--- src/rtl/mem_arb_pkg.sv ---
// Shared types and constants for the mem_arb CPU/debug memory arbiter.
// The optional round-robin arbitration is enabled with the ARB_RR_EN macro.
package mem_arb_pkg;

  typedef enum logic [1:0] {
    IDLE = 2'd0,
    CPU  = 2'd1,
    DBG  = 2'd2,
    DONE = 2'd3
  } state_t;

  // Bit positions inside the status byte
  localparam int ST_DBG   = 0;
  localparam int ST_DACK  = 1;
  localparam int ST_CPU   = 2;
  localparam int ST_TMO   = 3;
  localparam int ST_STALL = 4;

  localparam int TMO_DEFAULT = 15;

endpackage

--- src/rtl/mem_arb_pick.sv ---
// Combinational grant selection between the CPU and the debug requester.
// ARB_RR_EN selects round-robin on a tie; otherwise debug always wins.
module arb_pick
  import mem_arb_pkg::*;
(
  input  logic c_cs,
  input  logic d_cs,
  input  logic last_dbg,
  output logic grant_c,
  output logic grant_d
);

`ifdef ARB_RR_EN
  // On a tie the requester that was not served last wins
  always_comb begin
    grant_d = d_cs & (~c_cs | ~last_dbg);
    grant_c = c_cs & ~grant_d;
  end
`else
  logic unused_last;
  assign unused_last = last_dbg;

  // Fixed priority: debug first
  always_comb begin
    grant_d = d_cs;
    grant_c = c_cs & ~d_cs;
  end
`endif

endmodule

--- src/rtl/mem_arb.sv ---
// Two-master (CPU, debug UART) single-port memory arbiter with ack timeout.
// Define ARB_RR_EN for round-robin arbitration instead of debug-first priority.
module mem_arb
  import mem_arb_pkg::*;
#(
  parameter int AW  = 16,
  parameter int DW  = 16,
  parameter int TMO = TMO_DEFAULT
) (
  input  logic          clk,
  input  logic          nreset,
  input  logic          c_cs,
  input  logic          c_r,
  input  logic [1:0]    c_wr,
  input  logic [AW-1:0] c_addr,
  input  logic [DW-1:0] c_wdata,
  output logic          c_ack,
  input  logic          d_cs,
  input  logic          d_r,
  input  logic [1:0]    d_wr,
  input  logic [AW-1:0] d_addr,
  input  logic [DW-1:0] d_wdata,
  output logic          d_ack,
  output logic          m_cs,
  output logic          m_r,
  output logic [1:0]    m_wr,
  output logic [AW-1:0] m_addr,
  output logic [DW-1:0] m_wdata,
  input  logic          m_ack,
  output logic [7:0]    status
);

  localparam logic [7:0] TMO_LAST = 8'(TMO - 1);

  state_t        state_q, state_d;
  logic [7:0]    cnt_q, cnt_d;
  logic          last_q, last_d;
  logic          tmo_q, tmo_d;
  logic          m_cs_q, m_cs_d;
  logic          m_r_q, m_r_d;
  logic [1:0]    m_wr_q, m_wr_d;
  logic [AW-1:0] m_addr_q, m_addr_d;
  logic [DW-1:0] m_wdata_q, m_wdata_d;
  logic          c_ack_q, c_ack_d;
  logic          d_ack_q, d_ack_d;
  logic [7:0]    status_q, status_d;
  logic          pick_c_s, pick_d_s;

  arb_pick u_pick (
    .c_cs     (c_cs),
    .d_cs     (d_cs),
    .last_dbg (last_q),
    .grant_c  (pick_c_s),
    .grant_d  (pick_d_s)
  );

  // Next-state, latched memory command, acks and status byte
  always_comb begin
    state_d   = state_q;
    cnt_d     = cnt_q;
    last_d    = last_q;
    tmo_d     = tmo_q;
    m_cs_d    = m_cs_q;
    m_r_d     = m_r_q;
    m_wr_d    = m_wr_q;
    m_addr_d  = m_addr_q;
    m_wdata_d = m_wdata_q;
    c_ack_d   = 1'b0;
    d_ack_d   = 1'b0;
    case (state_q)
      IDLE: begin
        if (pick_c_s || pick_d_s) begin
          state_d   = pick_d_s ? DBG : CPU;
          last_d    = pick_d_s;
          cnt_d     = 8'd0;
          m_cs_d    = 1'b1;
          m_r_d     = pick_d_s ? d_r     : c_r;
          m_wr_d    = pick_d_s ? d_wr    : c_wr;
          m_addr_d  = pick_d_s ? d_addr  : c_addr;
          m_wdata_d = pick_d_s ? d_wdata : c_wdata;
        end else begin
          state_d = IDLE;
        end
      end
      CPU, DBG: begin
        if (m_ack || (cnt_q == TMO_LAST)) begin
          state_d = DONE;
          cnt_d   = 8'd0;
          m_cs_d  = 1'b0;
          c_ack_d = (state_q == CPU);
          d_ack_d = (state_q == DBG);
          // A real ack on a debug read clears the sticky timeout; a timeout sets it
          if (!m_ack) begin
            tmo_d = 1'b1;
          end else if ((state_q == DBG) && m_r_q) begin
            tmo_d = 1'b0;
          end else begin
            tmo_d = tmo_q;
          end
        end else begin
          cnt_d = cnt_q + 8'd1;
        end
      end
      DONE: begin
        state_d = IDLE;
      end
      default: begin
        state_d = IDLE;
      end
    endcase

    status_d           = 8'h00;
    status_d[ST_DBG]   = (state_d == DBG);
    status_d[ST_DACK]  = d_ack_d;
    status_d[ST_CPU]   = (state_d == CPU);
    status_d[ST_TMO]   = tmo_d;
    status_d[ST_STALL] = c_cs & (state_d != CPU) & ~c_ack_d;
  end

  // State and output registers with synchronous active-low reset
  always_ff @(posedge clk) begin
    if (!nreset) begin
      state_q   <= IDLE;
      cnt_q     <= 8'd0;
      last_q    <= 1'b0;
      tmo_q     <= 1'b0;
      m_cs_q    <= 1'b0;
      m_r_q     <= 1'b0;
      m_wr_q    <= 2'b00;
      m_addr_q  <= '0;
      m_wdata_q <= '0;
      c_ack_q   <= 1'b0;
      d_ack_q   <= 1'b0;
      status_q  <= 8'h00;
    end else begin
      state_q   <= state_d;
      cnt_q     <= cnt_d;
      last_q    <= last_d;
      tmo_q     <= tmo_d;
      m_cs_q    <= m_cs_d;
      m_r_q     <= m_r_d;
      m_wr_q    <= m_wr_d;
      m_addr_q  <= m_addr_d;
      m_wdata_q <= m_wdata_d;
      c_ack_q   <= c_ack_d;
      d_ack_q   <= d_ack_d;
      status_q  <= status_d;
    end
  end

  assign m_cs    = m_cs_q;
  assign m_r     = m_r_q;
  assign m_wr    = m_wr_q;
  assign m_addr  = m_addr_q;
  assign m_wdata = m_wdata_q;
  assign c_ack   = c_ack_q;
  assign d_ack   = d_ack_q;
  assign status  = status_q;

endmodule

--- config.mk ---
export PLATFORM = sky130hd
export DESIGN_NAME = mem_arb
export DESIGN_NICKNAME = d
export VERILOG_FILES = /design/src/rtl/mem_arb_pkg.sv /design/src/rtl/mem_arb_pick.sv /design/src/rtl/mem_arb.sv
export SDC_FILE = /design/constraint.sdc
export NUM_CORES = 1
export LEC_CHECK = 0
export CELL_PAD_IN_SITES_DETAIL_PLACEMENT = 1
export CELL_PAD_IN_SITES_GLOBAL_PLACEMENT = 1
export CORE_MARGIN = 2
export CORE_UTILIZATION = 30
export DETAILED_ROUTE_END_ITERATION = 7
export PLACE_DENSITY = 0.89
export SYNTH_ARGS = -nofsm -noshare
export SYNTH_HDL_FRONTEND = slang
export SYNTH_HIERARCHICAL = 1
export SYNTH_SLANG_ARGS = --single-unit
--- constraint.sdc ---
create_clock -name clk -period 4.45 [get_ports clk]
set_clock_uncertainty 0.2 [all_clocks]
set_input_delay 0.6675 -clock clk [delete_from_list [all_inputs] [get_ports clk]]
set_output_delay 0.6675 -clock clk [all_outputs]
set_load 0.02 [all_outputs]
# Word level (Yosys, flattened, before mapping)
# Index checks and enable logic that the tools add are counted.
# word_totals
ff_bits,57
latch_bits,0
ram_bits,0
rom_bits,0
input_bits,75
out_inout_bits,46
mem_count,0
# op_classes
addsub,1
multipliers,0
n_div,0
magnitude_cmp,0
eq_ne,9
n_shift,0
mux,22
n_bitwise,5
n_reduce_logical,9
# ops
operator,count
$mux 16,2
$mux 8,2
$pmux 8 s2,1
$mux 1,11
$add 8x1->8 const B,1
$eq 8x4->1 const B,1
$mux 2,4
$eq 2x2->1 const B,3
$pmux 2 s3,1
$eq 2x1->1 const B,2
$ne 2x2->1 const B,2
$reduce_and 2->1,2
$and 1x1->1,3
$reduce_and 3->1,1
$logic_not 2->1,1
$logic_or 1x1->1,2
$ne 2x1->1 const B,1
$not 1->1,2
$pmux 1 s2,1
$reduce_bool 2->1,1
$reduce_or 2->1,1
$logic_and 1x1->1,1

# Depth between registers and ports, before layout
# Gate-level depths: netlist (run 1).
# logic_depth
depth_word,8
depth_mapped,7
ltp_nobuf,6

# By module
# The synthesis (run 1) kept the hierarchy.
# by_module_without_submodules
module,n_inst,cells_each,area_each_um2,seq_area_each_um2
mem_arb,1,255,2427.3,1061.0
arb_pick,1,2,21.3,0.0

# Least setup slack after synthesis (run 1)
# No wires, ideal clock.
# synth_path
path_type,input to register
startpoint,in d_cs
endpoint,reg cnt_q[1]
setup_time_ns,0.079
t_arrival_ns,1.781
t_required_ns,4.171
path_slack_ns,2.389
stages,6
cell_sequence,buf_4 > buf_2 > nor3b_4 > nor2_1 > o32a_4 > a211oi_2
# synth_via
elab_chain_cells,5
# synth_rtl
element,line_no,text
from (decl),mem_arb.sv:18,"input logic d_cs,"
$not 1->1,mem_arb_pick.sv:26,grant_c = c_cs & ~d_cs;
$and 1x1->1,mem_arb_pick.sv:26,
$logic_or 1x1->1 (*),mem_arb.sv:72,if (pick_c_s || pick_d_s) begin
$ne 2x2->1 (no line) (*),n/a,
$reduce_and 2->1 (no line) (*),n/a,
to (signal assigned),mem_arb.sv:137,cnt_q <= cnt_d;
to (decl),mem_arb.sv:36,"logic [7:0] cnt_q, cnt_d;"
# Every way passes the cells marked *; elsewhere a longest branch is shown, timed or not.
# A chain may end at the register's enable or synchronous reset.

# Worst setup path in the final report (run 1)
# layout_path
startpoint,in c_cs
endpoint,"reg m_addr_q[11], in the netlist m_addr[11]"
# layout_via
elab_chain_cells,3
# layout_rtl
element,line_no,text
from (decl),mem_arb.sv:12,"input logic c_cs,"
$and 1x1->1,mem_arb_pick.sv:26,
via pick_c_s,mem_arb.sv:47,"logic pick_c_s, pick_d_s;"
$logic_or 1x1->1,mem_arb.sv:72,
$reduce_and 2->1 (no line),n/a,
to (signal assigned),mem_arb.sv:143,m_addr_q <= m_addr_d;
to (decl),mem_arb.sv:42,"logic [AW-1:0] m_addr_q, m_addr_d;"
# The timed path passes the listed nets, and every way through them passes these cells.

==> results of run 1 <==
[worst max-delay path, stage by stage]
cell             delay, ps
clkdlybuf4s50_1        480
nor2b_4                180
o21a_2                 510
buf_4                  440
nor2_1                  90
a211oi_1               250
[sequential cells by signal (all words and copies together) (netlist names)]
signal   cells
status       5
m_wr         2
cnt_q        8
c_ack        1
m_wdata     16
m_r          1
state_q      2
m_addr      16
m_cs         1
[final cells by class]
class / count / area share [%]
multi-input combinational: 177 / 33.7
inverter: 4 / 0.408
timing repair buffer: 120 / 32.3
sequential: 52 / 28.3
clock buffer: 5 / 1.87
tap: 102 / 3.46
[how the worst min path moves through the flow]
stage,start,to,slack [ps]
after global routing,m_addr[10],m_addr[10],320
after CTS,status[3],status[3],310
after floorplan,status[3],status[3],260
final,status[3],status[3],300
after detailed placement,status[3],status[3],290
after global placement,status[3],status[3],270
[power groups by stage]
stage	Clock [µW]	Combinational, µW	Sequential (µW)
5_1_grt	260	357	535
3_3_place_gp	0	324	537
6_report	235	331	529
2_1_floorplan	0	122	584
3_5_place_dp	0	335	540
4_1_cts	246	336	530
[cells in the final DEF (no fill, tap or decap), drive strengths merged, types with 2 or more instances in the layout]
cell	n
nand2b	2
mux2i	35
xnor2	6
clkdlybuf4s50	116
nand4	2
o21ai	3
ha	6
conb	3
and2	2
buf	4
nor2	50
a211oi	40
a21oi	3
inv	4
clkbuf	5
nor3	5
nand2	7
dfxtp	52
[per-stage QoR]
stage                     instances  power (µW)
final                           460        1090
after global routing            460        1150
after CTS                       460        1110
after detailed placement        455         876
after global placement          455         862
after floorplan                 256         705
[layer usage]
| metal | vias to the layer above | global-route usage [%] |
|---|---|---|
| met4 | 0 | 5.19 |
| met2 | 75 | 29.3 |
| met3 | 13 | 4.09 |
| li1 | 1098 | - |
| met1 | 1003 | 16.6 |
| met5 | - | 0 |
==> impl_metrics.env, run 1 <==
export IMPL_grt_setup_unrepaired="no"
export IMPL_drc_errors=0
export IMPL_final_period_utilization_pct=59.6
export IMPL_multi_input_area_mm2=0.00124
export IMPL_fmax_ghz=0.377
export IMPL_start_util_pct=31.1
export IMPL_drt_iter0_markers=30
export IMPL_wl_met3_um=415
export IMPL_rows=32
export IMPL_die_h_um=93.7
export IMPL_clock_root_buffer="clkbuf_8"
export IMPL_seqPwrFrac_pct=48.3
export IMPL_ir_drop_mv=0.122
export IMPL_highest_layer="met4"
export IMPL_relSlewSlack_pct=58.1
export IMPL_hp_class="reg -> reg"
export IMPL_insertion_delay_ps=290
export IMPL_worstSetupStartpointType="input pin"
export IMPL_seqCellArea_mm2=0.00104
export IMPL_core_area_mm2=0.00777
export IMPL_globalplace_congestion=0.736
export IMPL_cts_made_buffers=5
export IMPL_r2r_cells=6
export IMPL_cts_sinks=52
export IMPL_setup_ws_ps=1800
export IMPL_syn2layout_area_growth_pct=52.5
export IMPL_cp_data_arrival_time_ps=2650
export IMPL_status="finished, final reports clean"
export IMPL_cp_end_kind="flip-flop"
export IMPL_cts_hold_buf=0
export IMPL_syn_avg_cell_area_um2=9.51
export IMPL_p_int_uw=779
export IMPL_drive_above_1_share_pct=4.47
export IMPL_r2r_start="state_q[0]"
export IMPL_hold_depth=2
export IMPL_io_buffers=117
export IMPL_fill_cells=883
export IMPL_ctsLongestPathBuffers=2
export IMPL_dp_hpwl_um=5380
export IMPL_synthCells=254
export IMPL_post_cts_setup_buffers=0
export IMPL_crit_fanout=37
export IMPL_vias=2189
export IMPL_finalSetupViolCount=0
export IMPL_overflow=0
export IMPL_power_net_switching_uw=315
export IMPL_cp_startpoint="c_cs"
export IMPL_r2r_slack_ps=2120
export IMPL_wire_per_inst_um=14.5
export IMPL_wl_met1_um=2560
export IMPL_hold_slack_ps=300
export IMPL_finalNetCount=441
export IMPL_post_cts_resized=0
export IMPL_p_per_area_mw_per_mm2=297
export IMPL_dieArea_mm2=0.00879
export IMPL_grt_pass1_wl_um=11000
export IMPL_grt_pass1_vias=2433
export IMPL_dp_worst_setup_slack_ps=1460
export IMPL_diodes=0
export IMPL_path_clk_slew_ps=80
export IMPL_ys_warn_count=6
export IMPL_cp_required_ps=4440
export IMPL_finalWirelength_um=6650
export IMPL_clkPwrFrac_pct=21.4
export IMPL_pin_count=121
export IMPL_crit_type="in -> reg"
export IMPL_finalCriticalPeriod_ps=2650
export IMPL_grt_max_degree=38
export IMPL_leakage_uw=0.00141
export IMPL_drtPass1Iterations=4
export IMPL_finalSetupTns_ps=0
export IMPL_wl_met2_um=3530
export IMPL_vias_per_cell=4.76
export IMPL_comb_power_share_pct=30.2
export IMPL_die_w_um=93.7
export IMPL_final_antenna_net_count=0
export IMPL_critPathCapture="m_addr[11]"
export IMPL_final_cell_area_mm2=0.00368
export IMPL_netlist_area_mm2=0.00242
export IMPL_finalHoldViolCount=0
export IMPL_htree_levels=2
export IMPL_place_area_mm2=0.00361
export IMPL_r2r_end="m_addr[11]"
export IMPL_post_route_util_pct=47.4
export IMPL_grt_use_total_pct=15.5
export IMPL_netSwitchingFraction_pct=28.8
export IMPL_tightest_slew_ps=628
export IMPL_antenna_found_initial=0
export IMPL_cts_tree="built"
export IMPL_cap_viol_max_count=0
export IMPL_slew_viol_final=0
Power figures use the tool's default switching activity.
==> run 2, diff against run 1 <==
--- a/config.mk
+++ b/config.mk
@@ -8,9 +8,9 @@
 export CELL_PAD_IN_SITES_DETAIL_PLACEMENT = 1
 export CELL_PAD_IN_SITES_GLOBAL_PLACEMENT = 1
 export CORE_MARGIN = 2
-export CORE_UTILIZATION = 30
+export CORE_UTILIZATION = 29
 export DETAILED_ROUTE_END_ITERATION = 7
-export PLACE_DENSITY = 0.89
+export PLACE_DENSITY = 0.87
 export SYNTH_ARGS = -nofsm -noshare
 export SYNTH_HDL_FRONTEND = slang
 export SYNTH_HIERARCHICAL = 1
==> constraint.sdc (replaced) <==
create_clock -name clk -period 2.7 [get_ports clk]
set_clock_uncertainty 0.2 [all_clocks]
set_input_delay 0.405 -clock clk [delete_from_list [all_inputs] [get_ports clk]]
set_output_delay 0.405 -clock clk [all_outputs]
set_load 0.02 [all_outputs]
==> run 2 against run 1 <==
Effect of this change: global-route usage rose by 0.43 points; first-iteration DRC count is 33% lower; non-clock buffer count increased by 2; setup slack got worse by 1200 ps; hold slack about the same; die area rose by 3.3%; via count is 1.2% higher; critical path type is now reg -> reg; register-to-register slack got worse by 1500 ps; combinational power is 66% higher; routed wire length up 5.9%; core utilization shrank 1.5 points; critical endpoint is now m_cs.
==> impl_metrics.env, run 2 (synthesized netlist as in run 1, its figures left out) <==
export IMPL_ir_drop_mv=0.199
export IMPL_htree_levels=2
export IMPL_cp_required_ps=2700
export IMPL_drc_errors=0
export IMPL_finalNetCount=443
export IMPL_cts_tree="built"
export IMPL_cts_hold_buf=0
export IMPL_final_common_cell="clkdlybuf4s50_1"
export IMPL_r2r_start="state_q[0]"
export IMPL_fmax_ghz=0.481
export IMPL_dieArea_mm2=0.00908
export IMPL_insertion_delay_ps=300
export IMPL_globalplace_congestion=0.824
export IMPL_grt_max_degree=71
export IMPL_slew_viol_final=0
export IMPL_finalCriticalPeriod_ps=2080
export IMPL_finalSetupViolCount=0
export IMPL_die_w_um=95.3
export IMPL_finalHoldViolCount=0
export IMPL_cp_data_arrival_time_ps=2080
export IMPL_io_buffers=117
export IMPL_grt_pass1_wl_um=11300
export IMPL_hp_class="reg -> reg"
export IMPL_dp_hpwl_um=5540
export IMPL_post_cts_resized=0
export IMPL_final_cell_mix="116 x clkdlybuf4s50_1, 52 x dfxtp_1, 50 x nor2_1"
export IMPL_leakage_uw=0.00144
export IMPL_hold_slack_ps=301
export IMPL_holdCritStartpoint="m_wdata[15]"
export IMPL_clock_root_buffer="clkbuf_8"
export IMPL_crit_fanout=8
export IMPL_dp_worst_setup_slack_ps=390
export IMPL_pin_count=121
export IMPL_ctsLongestPathBuffers=2
export IMPL_cap_viol_max_count=0
export IMPL_finalWirelength_um=7040
export IMPL_status="finished, final reports clean"
export IMPL_drt_iter0_markers=20
export IMPL_vias_per_cell=4.74
export IMPL_crit_type="reg -> reg"
export IMPL_grt_pass1_vias=2266
export IMPL_p_per_area_mw_per_mm2=502
export IMPL_finalSetupTns_ps=0
export IMPL_cp_end_kind="flip-flop"
export IMPL_drive_above_1_share_pct=5.79
export IMPL_antenna_found_initial=0
export IMPL_start_util_pct=29.7
export IMPL_grt_use_total_pct=16.0
export IMPL_die_h_um=95.3
export IMPL_final_antenna_net_count=0
export IMPL_post_cts_setup_buffers=0
export IMPL_syn2layout_area_growth_pct=54.7
export IMPL_cp_startpoint="state_q[0]"
export IMPL_cts_sinks=52
export IMPL_grt_setup_unrepaired="no"
export IMPL_path_clk_slew_ps=90
export IMPL_core_area_mm2=0.00813
export IMPL_rows=33
export IMPL_diodes=0
export IMPL_wire_per_inst_um=15.0
export IMPL_cts_made_buffers=5
export IMPL_setup_ws_ps=623
export IMPL_overflow=0
export IMPL_worstSetupStartpointType="flip-flop"
export IMPL_final_period_utilization_pct=76.9
export IMPL_drtPass1Iterations=4
export IMPL_vias=2216
[run 2: changes by cell type in the layout (fill, tap and decap cells not counted)]
cell and delta:
buf_12 +1, clkinv_2 +2, clkbuf_8 +1, buf_4 +1
[run 2: critical path, cell delays in order (launching register included)]
cell and delay, ps:
dfxtp_1 400, inv_1 80, ha_1 260, nor3b_4 200, nor2_1 370, o21ai_0 180
a32o_1 280
[run 2: final timing paths]
| check | slack, ps | end | cells past startpoint |
|---|---|---|---|
| hold / removal | 300 | m_wdata[15] | 2 |
| setup reg to reg | 620 | m_cs | 6 |
| hold reg to reg | 300 | m_wdata[15] | 2 |
| setup / recovery | 620 | m_cs | 6 |
[run 2: power by group]
| part | leakage, µW | switching (µW) | total [µW] | internal, µW |
|---|---|---|---|---|
| registers | 0.000429 | 38.4 | 872 | 834 |
| clock network | 0.0000510 | 247 | 453 | 205 |
| logic | 0.000962 | 263 | 551 | 288 |
[run 2: per-layer routing]
| layer | vias to the layer above | GRT usage [%] | wire, µm | part of all wire [%] |
|---|---|---|---|---|
| met5 | - | 0 | 0 | 0 |
| met4 | 0 | 3.62 | 55 | 0.78 |
| li1 | 1111 | - | - | - |
| met2 | 57 | 30.0 | 3760 | 53 |
| met1 | 1042 | 17.7 | 2850 | 41 |
| met3 | 6 | 4.43 | 369 | 5.2 |
[run 2: area by class of cell]
type                       instances  area [µm²]
fill                             945        4400
multi-input combinational        177        1240
timing repair buffer             122        1220
sequential                        52        1040
tap                              105         131
clock buffer                       6        82.6
inverter                           4        15.0
clock inverter                     2        10.0
[run 2: stage by stage]
| step | utilization, % | total power, µW | std cells | area (µm²) |
|---|---|---|---|---|
| detailed placement | 44.8 | 1450 | 460 | 3650 |
| floorplan | - | 1160 | 256 | 2420 |
| CTS | 46.0 | 1910 | 468 | 3740 |
| finish | 46.0 | 1880 | 468 | 3740 |
| global route | 46.0 | 1980 | 468 | 3740 |
| global placement | 44.8 | 1430 | 460 | 3650 |
==> run 3, diff against run 2 <==
==> constraint.sdc (replaced) <==
create_clock -name clk -period 2 [get_ports clk]
set_clock_uncertainty 0.2 [all_clocks]
set_input_delay 0.3 -clock clk [delete_from_list [all_inputs] [get_ports clk]]
set_output_delay 0.3 -clock clk [all_outputs]
set_load 0.02 [all_outputs]
==> run 3 against run 2 <==
Effect of this change: register-to-register slack lost 500 ps; sequential cell count stayed put; design area is 1.8% higher; combinational power rose by 40%; first-iteration DRC count increased by 35%; final cell count rose by 1.3%; maximum frequency increased by 11%; core utilization is 0.82 points higher; die area unchanged; total power grew 37%; sequential power is 35% higher; routed wire length down 2.6%.
==> impl_metrics.env, run 3 (synthesized netlist as in run 1, its figures left out) <==
export IMPL_clock_root_buffer="clkbuf_8"
export IMPL_leakage_uw=0.00147
export IMPL_start_util_pct=29.7
export IMPL_syn2layout_area_growth_pct=57.5
export IMPL_cp_startpoint="state_q[1]"
export IMPL_slowest_delay_ps=400
export IMPL_finalCriticalPeriod_ps=1880
export IMPL_r2r_start="state_q[1]"
export IMPL_p_per_area_mw_per_mm2=674
export IMPL_status="finished, final reports clean"
export IMPL_cts_hold_buf=0
export IMPL_dp_cells=466
export IMPL_vias=2225
export IMPL_final_antenna_net_count=0
export IMPL_place_area_mm2=0.00370
export IMPL_cp_end_kind="flip-flop"
export IMPL_drc_errors=0
export IMPL_die_h_um=95.3
export IMPL_dieArea_mm2=0.00908
export IMPL_cts_made_buffers=5
export IMPL_vias_per_cell=4.69
export IMPL_total_power_uw=2570
export IMPL_drt_iter0_markers=27
export IMPL_grt_pass1_vias=2319
export IMPL_final_cell_mix="116 x clkdlybuf4s50_1, 51 x dfxtp_1, 49 x nor2_1"
export IMPL_grt_setup_unrepaired="no"
export IMPL_cp_required_ps=1990
export IMPL_finalWirelength_um=6860
export IMPL_insertion_delay_ps=300
export IMPL_final_period_utilization_pct=93.9
export IMPL_final_cell_area_mm2=0.00380
export IMPL_cts_sinks=52
export IMPL_cp_data_arrival_time_ps=1870
export IMPL_drive_above_1_share_pct=7.86
export IMPL_hp_class="reg -> reg"
export IMPL_fill_cells=924
export IMPL_finalHoldViolCount=0
export IMPL_core_area_mm2=0.00813
export IMPL_die_w_um=95.3
export IMPL_crit_fanout=5
export IMPL_overflow=0
export IMPL_dp_hpwl_um=5580
export IMPL_finalSetupViolCount=0
export IMPL_layout_cells_non_filler=474
export IMPL_ctsLongestPathBuffers=2
export IMPL_finalNetCount=449
export IMPL_grt_use_total_pct=15.2
export IMPL_globalplace_congestion=0.822
export IMPL_drtPass1Iterations=4
export IMPL_slowest_stage="dfxtp_1"
export IMPL_rows=33
export IMPL_ir_drop_mv=0.367
export IMPL_crit_path_cell_trace="inv_1 -> ha_1 -> nor3b_4 -> buf_4 -> nor3_1 -> xnor2_1 -> nor2_1"
export IMPL_grt_max_degree=39
export IMPL_pin_count=121
export IMPL_antenna_found_initial=0
export IMPL_wire_per_inst_um=14.5
export IMPL_finalSetupTns_ps=0
export IMPL_cts_tree="built"
export IMPL_fmax_ghz=0.533
export IMPL_io_buffers=117
export IMPL_path_clk_slew_ps=100
export IMPL_diodes=0
export IMPL_grt_pass1_wl_um=10900
export IMPL_slew_viol_final=0
export IMPL_critPathBufInv=2
export IMPL_htree_levels=2
export IMPL_holdCritStartpoint="m_wr[0]"
export IMPL_worstSetupStartpointType="flip-flop"
export IMPL_post_cts_setup_buffers=0
export IMPL_crit_family="simple AND/OR/NAND/NOR gates"
export IMPL_final_common_cell="clkdlybuf4s50_1"
export IMPL_post_route_util_pct=46.8
export IMPL_cap_viol_max_count=0
export IMPL_crit_type="reg -> reg"
[run 3: per-layer routing]
metal	track usage [%]	vias up	routed length, µm
li1	-	1117	-
met1	16.8	1045	2650
met4	2.90	0	39
met3	4.27	4	401
met2	28.9	59	3760
met5	0	-	0
[run 3: area by class of cell]
type                            count  area [µm²]  share of cell area, %
Clock buffer                        6        82.6                   2.17
Clock inverter                      2        15.0                  0.395
Inverter                            4        15.0                  0.395
Multi-Input combinational cell    177        1240                   32.7
Sequential cell                    52        1040                   27.4
Tap cell                          105         131                   3.45
Timing Repair Buffer              128        1270                   33.5
[run 3: final timing paths]
| kind | end | slack, ps | depth (start not counted) |
|---|---|---|---|
| setup / recovery | cnt_q[6] | 120 | 7 |
| hold / removal | m_wr[0] | 300 | 2 |
| setup reg to reg | cnt_q[6] | 120 | 7 |
| hold reg to reg | m_wr[0] | 300 | 2 |
[run 3: what timing repair did]
| item | in CTS | in global routing |
|---|---|---|
| endpoints found under the setup margin | 0 | 8 |
| resized for setup | 0 | 2 |
| hold endpoints to repair | 0 | 0 |
[run 3: power breakdown]
| group | total, µW | internal, µW | switching [µW] |
|---|---|---|---|
| Combinational | 773 | 410 | 363 |
| Clock | 616 | 281 | 335 |
| Sequential | 1180 | 1130 | 50.4 |
[run 3: through the flow]
| step | setup slack [ps] | hold slack [ps] |
|---|---|---|
| after global placement | 60.1 | 272 |
| after detailed placement | -27.2 | 297 |
| after floorplan | 160 | 197 |
| after global routing | 35.5 | 334 |
| final | 123 | 304 |
| after CTS | 59.1 | 309 |
[run 3: worst reg2reg max path, delay by kind of cell, from the launching register on]
kind / cells / cell delay, ps
simple gates: 3 / 500
flops: 1 / 400
xor+xnor: 1 / 180
fa+ha+maj: 1 / 250
buf+inv: 2 / 240
